==> src/rtl/pe_mac_driver.sv <==
// Sequences one int8 PE through a K-beat dot product and returns its accumulator on a valid/ready port.
// Optional stall counter on perf_stall is enabled by defining PE_DRV_PERF_EN.
module pe_mac_driver #(
  parameter int ELEM_BITS = 8,
  parameter int ACC_BITS  = 32,
  parameter int LEN_BITS  = 16,
  parameter int PE_LAT    = 1
) (
  input  logic                 clk,
  input  logic                 rst,
  input  logic                 start,
  input  logic [LEN_BITS-1:0]  len,
  output logic                 busy,
  input  logic                 op_valid,
  output logic                 op_ready,
  input  logic [ELEM_BITS-1:0] op_a,
  input  logic [ELEM_BITS-1:0] op_b,
  output logic [ELEM_BITS-1:0] pe_a,
  output logic [ELEM_BITS-1:0] pe_b,
  output logic                 pe_en,
  output logic                 pe_clr,
  input  logic [ACC_BITS-1:0]  pe_acc,
  output logic                 res_valid,
  input  logic                 res_ready,
  output logic [ACC_BITS-1:0]  res_data,
  output logic [15:0]          perf_stall
);

  localparam int DW = $clog2(PE_LAT + 1);

  typedef enum logic [1:0] {IDLE, RUN, DRAIN, DONE} state_t;

  state_t              state, state_next;
  logic [LEN_BITS-1:0] len_q;
  logic [LEN_BITS-1:0] beat_cnt;
  logic [DW-1:0]       drain_cnt;
  logic                beat;
  logic                last_beat;
  logic                drain_done;

  assign beat       = op_valid && (state == RUN);
  assign last_beat  = beat && (beat_cnt == len_q - LEN_BITS'(1));
  assign drain_done = (state == DRAIN) && (drain_cnt == DW'(PE_LAT));

  always_ff @(posedge clk) begin
    if (rst) state <= IDLE;
    else     state <= state_next;
  end

  always_comb begin
    state_next = state;
    busy       = 1'b1;
    op_ready   = 1'b0;
    res_valid  = 1'b0;
    case (state)
      IDLE: begin
        busy = 1'b0;
        if (start) state_next = (len == '0) ? DONE : RUN;
      end
      RUN: begin
        op_ready = 1'b1;
        if (last_beat) state_next = DRAIN;
      end
      DRAIN: begin
        if (drain_done) state_next = DONE;
      end
      DONE: begin
        res_valid = 1'b1;
        if (res_ready) state_next = IDLE;
      end
      default: state_next = IDLE;
    endcase
  end

  // pe_en/pe_clr follow each accepted beat by one cycle; clr marks the job's first beat
  always_ff @(posedge clk) begin
    if (rst) begin
      pe_a      <= '0;
      pe_b      <= '0;
      pe_en     <= 1'b0;
      pe_clr    <= 1'b0;
      res_data  <= '0;
      len_q     <= '0;
      beat_cnt  <= '0;
      drain_cnt <= '0;
    end else begin
      pe_en  <= beat;
      pe_clr <= beat && (beat_cnt == '0);
      if (beat) begin
        pe_a <= op_a;
        pe_b <= op_b;
      end
      case (state)
        IDLE: begin
          if (start) begin
            len_q    <= len;
            beat_cnt <= '0;
            if (len == '0) res_data <= '0;
          end
        end
        RUN: begin
          drain_cnt <= '0;
          if (beat) beat_cnt <= beat_cnt + LEN_BITS'(1);
        end
        DRAIN: begin
          if (drain_done) res_data  <= pe_acc;
          else            drain_cnt <= drain_cnt + DW'(1);
        end
        default: ;
      endcase
    end
  end

`ifdef PE_DRV_PERF_EN
  logic [15:0] stall_cnt;

  // Saturating count of RUN cycles with no operand offered
  always_ff @(posedge clk) begin
    if (rst) begin
      stall_cnt <= '0;
    end else if (state == IDLE && start && len != '0) begin
      stall_cnt <= '0;
    end else if (state == RUN && !op_valid && stall_cnt != 16'hFFFF) begin
      stall_cnt <= stall_cnt + 16'd1;
    end
  end

  assign perf_stall = stall_cnt;
`else
  assign perf_stall = '0;
`endif

endmodule

==> config.mk <==
export PLATFORM = sky130hd
export DESIGN_NAME = pe_mac_driver
export DESIGN_NICKNAME = d
export VERILOG_FILES = /design/src/rtl/pe_mac_driver.sv
export SDC_FILE = /design/constraint.sdc
export NUM_CORES = 1
export LEC_CHECK = 0
export ABC_AREA = 0
export CAP_MARGIN = 20
export CORE_ASPECT_RATIO = 0.75
export CORE_MARGIN = 2
export CORE_UTILIZATION = 65
export DETAILED_ROUTE_END_ITERATION = 8
export DONT_BUFFER_PORTS = 1
export GPL_TIMING_DRIVEN = 0
export PLACE_DENSITY = 0.81
export SLEW_MARGIN = 15
export SYNTH_ARGS = -nofsm -noshare
export SYNTH_HDL_FRONTEND = slang
export SYNTH_SLANG_ARGS = --single-unit
==> constraint.sdc <==
create_clock -name clk -period 3.5 [get_ports clk]
set_input_delay 0.7 -clock clk [delete_from_list [all_inputs] [get_ports clk]]
set_output_delay 0.7 -clock clk [all_outputs]
set_load 0.01 [all_outputs]
==> flow_metrics.env <==
export IMPL_outcome="completed"
export IMPL_maxSlewViolCount=0
export IMPL_critPathMaxFanout=10
export IMPL_cts_resized=0
export IMPL_layout_setup_ws_ns=0.892
export IMPL_rsz0062_at_grt="no"
export IMPL_antenna_found_initial=0
export IMPL_drive_gt1_share_pct=10.1
export IMPL_leakage_uw=0.00167
export IMPL_seqCellArea_sq_um=1700
export IMPL_core_area_sq_um=6260
export IMPL_ys_warn_count=0
export IMPL_fill_cells=522
export IMPL_htreeDepth=3
export IMPL_synth_edf_count=0
export IMPL_routed_wl_um=9840
export IMPL_finalHoldViolCount=0
export IMPL_synth_ff_type="dfxtp_1"
export IMPL_place_hpwl_um=7550
export IMPL_grt_pass1_vias=3310
export IMPL_ant_nets=0
export IMPL_cap_violations=0
export IMPL_cts_sinks=85
export IMPL_slew_limit_headroom_pct=54.2
export IMPL_setup_viol=0
export IMPL_place_port_buffers=0
export IMPL_final_cells=637
export IMPL_vias=3685
export IMPL_ir_drop_uv=392
export IMPL_hold_path_class="in2reg"
export IMPL_path_clk_slew_ns=0.09
export IMPL_synth_top_area_share_pct=40.9
export IMPL_synth_area_sq_um=4160
export IMPL_synth_seq_cells=85
export IMPL_drc=0
export IMPL_cts_buffers=9
export IMPL_place_inst=621
export IMPL_tightest_slew_ns=0.680
export IMPL_clockBufferDepth=2
export IMPL_cts_root_buffer="clkbuf_8"
export IMPL_grt_usage_pct=28.1
export IMPL_setup_tns_ns=0
export IMPL_grt_max_degree=16
export IMPL_tritoncts="yes"
export IMPL_min_period_ns=2.61
export IMPL_die_area_sq_um=7070
export IMPL_final_nets=628
export IMPL_finalWeightedCongestion=0.922
export IMPL_multi_input_area_sq_um=2130
export IMPL_grt_overflow=0
export IMPL_cp_arrival_ns=2.84
export IMPL_p_per_area_nw_per_um2=572
export IMPL_die_width_um=96.4
export IMPL_syn2layout_area_growth_pct=8.57
export IMPL_start_util_pct=66.5
export IMPL_dieHeight_um=73.3
export IMPL_postCtsHoldBufs=0
export IMPL_synth_cell_type_count=50
export IMPL_crit_type="reg2reg"
export IMPL_synthTopCellsByArea="dfxtp_1, nand2_1, a21oi_1"
export IMPL_synthArstFlopShare_pct=0
export IMPL_wl_per_cell_um=15.5
export IMPL_ys_seq_area_share_pct=40.9
export IMPL_clock_latency_ns=0.35
export IMPL_postCtsSetupRepairBufs=0
export IMPL_row_count=25
export IMPL_postSynthAreaPerCell_sq_um=7.93
export IMPL_io_pins=138
export IMPL_vias_per_cell=5.78
export IMPL_worstSetupEndpointType="flop"
export IMPL_grt_pass1_wl_um=15300
export IMPL_firstDrtPassIters=6
export IMPL_fin_skew_ns=0.0106
export IMPL_fmax_mhz=383
export IMPL_first_iter_violations=324
export IMPL_synthCells=525
export IMPL_cp_start_kind="flop"
export IMPL_yosys_area_top_type="dfxtp_1"
export IMPL_required_ns=3.73
export IMPL_antenna_cells=0
export IMPL_fin_crit_sh_pct=74.5
export IMPL_dp_slack_ns=0.760
critical path: stages, from the launching register on:
cell     delay, ns
dfxtp_1       0.35
inv_1         0.11
ha_1          0.41
and2_1        0.19
buf_2         0.22
o21ai_1       0.21
nor4_1        0.59
nand4_1       0.18
xor2_1        0.17
nor2_1        0.05
through the flow:
stage | util [%] | hold slack [ns] | cell area (sq um) | power (uW)
2_1_floorplan | - | 0.448 | 4220 | 1720
3_3_place_gp | 69.1 | 0.463 | 4320 | 1860
3_5_place_dp | 69.1 | 0.469 | 4320 | 1890
4_1_cts | 72.2 | 0.452 | 4520 | 2580
5_1_grt | 72.2 | 0.445 | 4520 | 2740
6_report | 72.2 | 0.466 | 4520 | 2580
cell usage after synthesis, drive strengths merged, types with 2 or more instances:
master / instances
nand2b: 3
nand3: 42
nor2b: 5
a2111oi: 2
inv: 12
dfxtp: 85
a21oi: 73
and2: 2
and3: 3
a311oi: 2
nor2: 28
o2111ai: 2
nand2: 109
buf: 30
ha: 8
nor3: 8
nor4: 14
nand4: 11
o21ai: 3
xnor2: 12
clkbuf: 25
xor2: 22
o211ai: 3
nand4b: 3
and4: 2
cell families after synthesis:
| kind of cell | Yosys count | share of synthesized area (%) |
|---|---|---|
| compound gates | 91 | 12.6 |
| fa+ha+maj | 8 | 2.40 |
| simple gates | 237 | 26.8 |
| flops | 85 | 40.9 |
| mux | 1 | 0.270 |
| xor+xnor | 35 | 7.72 |
| other cells | 1 | 0.0901 |
| buf+inv | 67 | 9.23 |
cell type report:
| class | instances | share of cell area, % |
|---|---|---|
| tap | 81 | 2.24 |
| buffer | 55 | 7.50 |
| clock inverter | 6 | 1.58 |
| multi-input combinational | 388 | 47.2 |
| clock buffer | 10 | 2.82 |
| sequential | 85 | 37.7 |
| inverter | 12 | 0.997 |
sequential cells by signal, indices dropped and copies added (netlist names):
signal,count
pe_clr,1
drain_cnt,1
pe_a,8
state,2
pe_b,8
pe_en,1
beat_cnt,16
len_q,16
res_data,32
placed cells by master (no fill, tap or decap), types with 5 or more instances in the layout:
| cell type | synthesis | final |
|---|---|---|
| a21oi_1 | 72 | 72 |
| buf_2 | 5 | 5 |
| buf_4 | 19 | 19 |
| clkbuf_1 | 22 | 23 |
| clkbuf_8 | 2 | 11 |
| conb_1 | 1 | 16 |
| dfxtp_1 | 85 | 85 |
| ha_1 | 8 | 8 |
| inv_1 | 12 | 12 |
| nand2_1 | 109 | 109 |
| nand3_1 | 42 | 42 |
| nand4_1 | 11 | 11 |
| nor2_1 | 28 | 28 |
| nor2b_1 | 5 | 5 |
| nor3_1 | 8 | 8 |
| nor4_1 | 13 | 13 |
| xnor2_1 | 12 | 12 |
| xor2_1 | 22 | 22 |
metal layers:
metal / routed length [um] / global-route usage [%]
met2: 4410 / 42.4
met1: 4080 / 37.2
met5: 0 / 0
met4: 218 / 10.0
met3: 1140 / 10.3
power breakdown:
group          switching (uW)  internal, uW  leakage [uW]  total [uW]
clock network             364           336     0.0000935         700
logic                     502           272      0.000891         773
registers                76.0          1030      0.000689        1110
final timing paths:
check | start | endpoint | slack [ns] | depth (start not counted)
worst max register to register | state[1]$_SDFFE_PP0P_ | beat_cnt[13]$_SDFFE_PP0P_ | 0.89 | 9
worst min register to register | len_q[15]$_SDFFE_PP0P_ | len_q[15]$_SDFFE_PP0P_ | 0.48 | 2
worst max-delay path | state[1]$_SDFFE_PP0P_ | beat_cnt[13]$_SDFFE_PP0P_ | 0.89 | 9
worst min-delay path | op_b[2] | pe_b[2]$_SDFFE_PP0P_ | 0.47 | 2
Note: power is estimated with default switching activity, not from simulation.
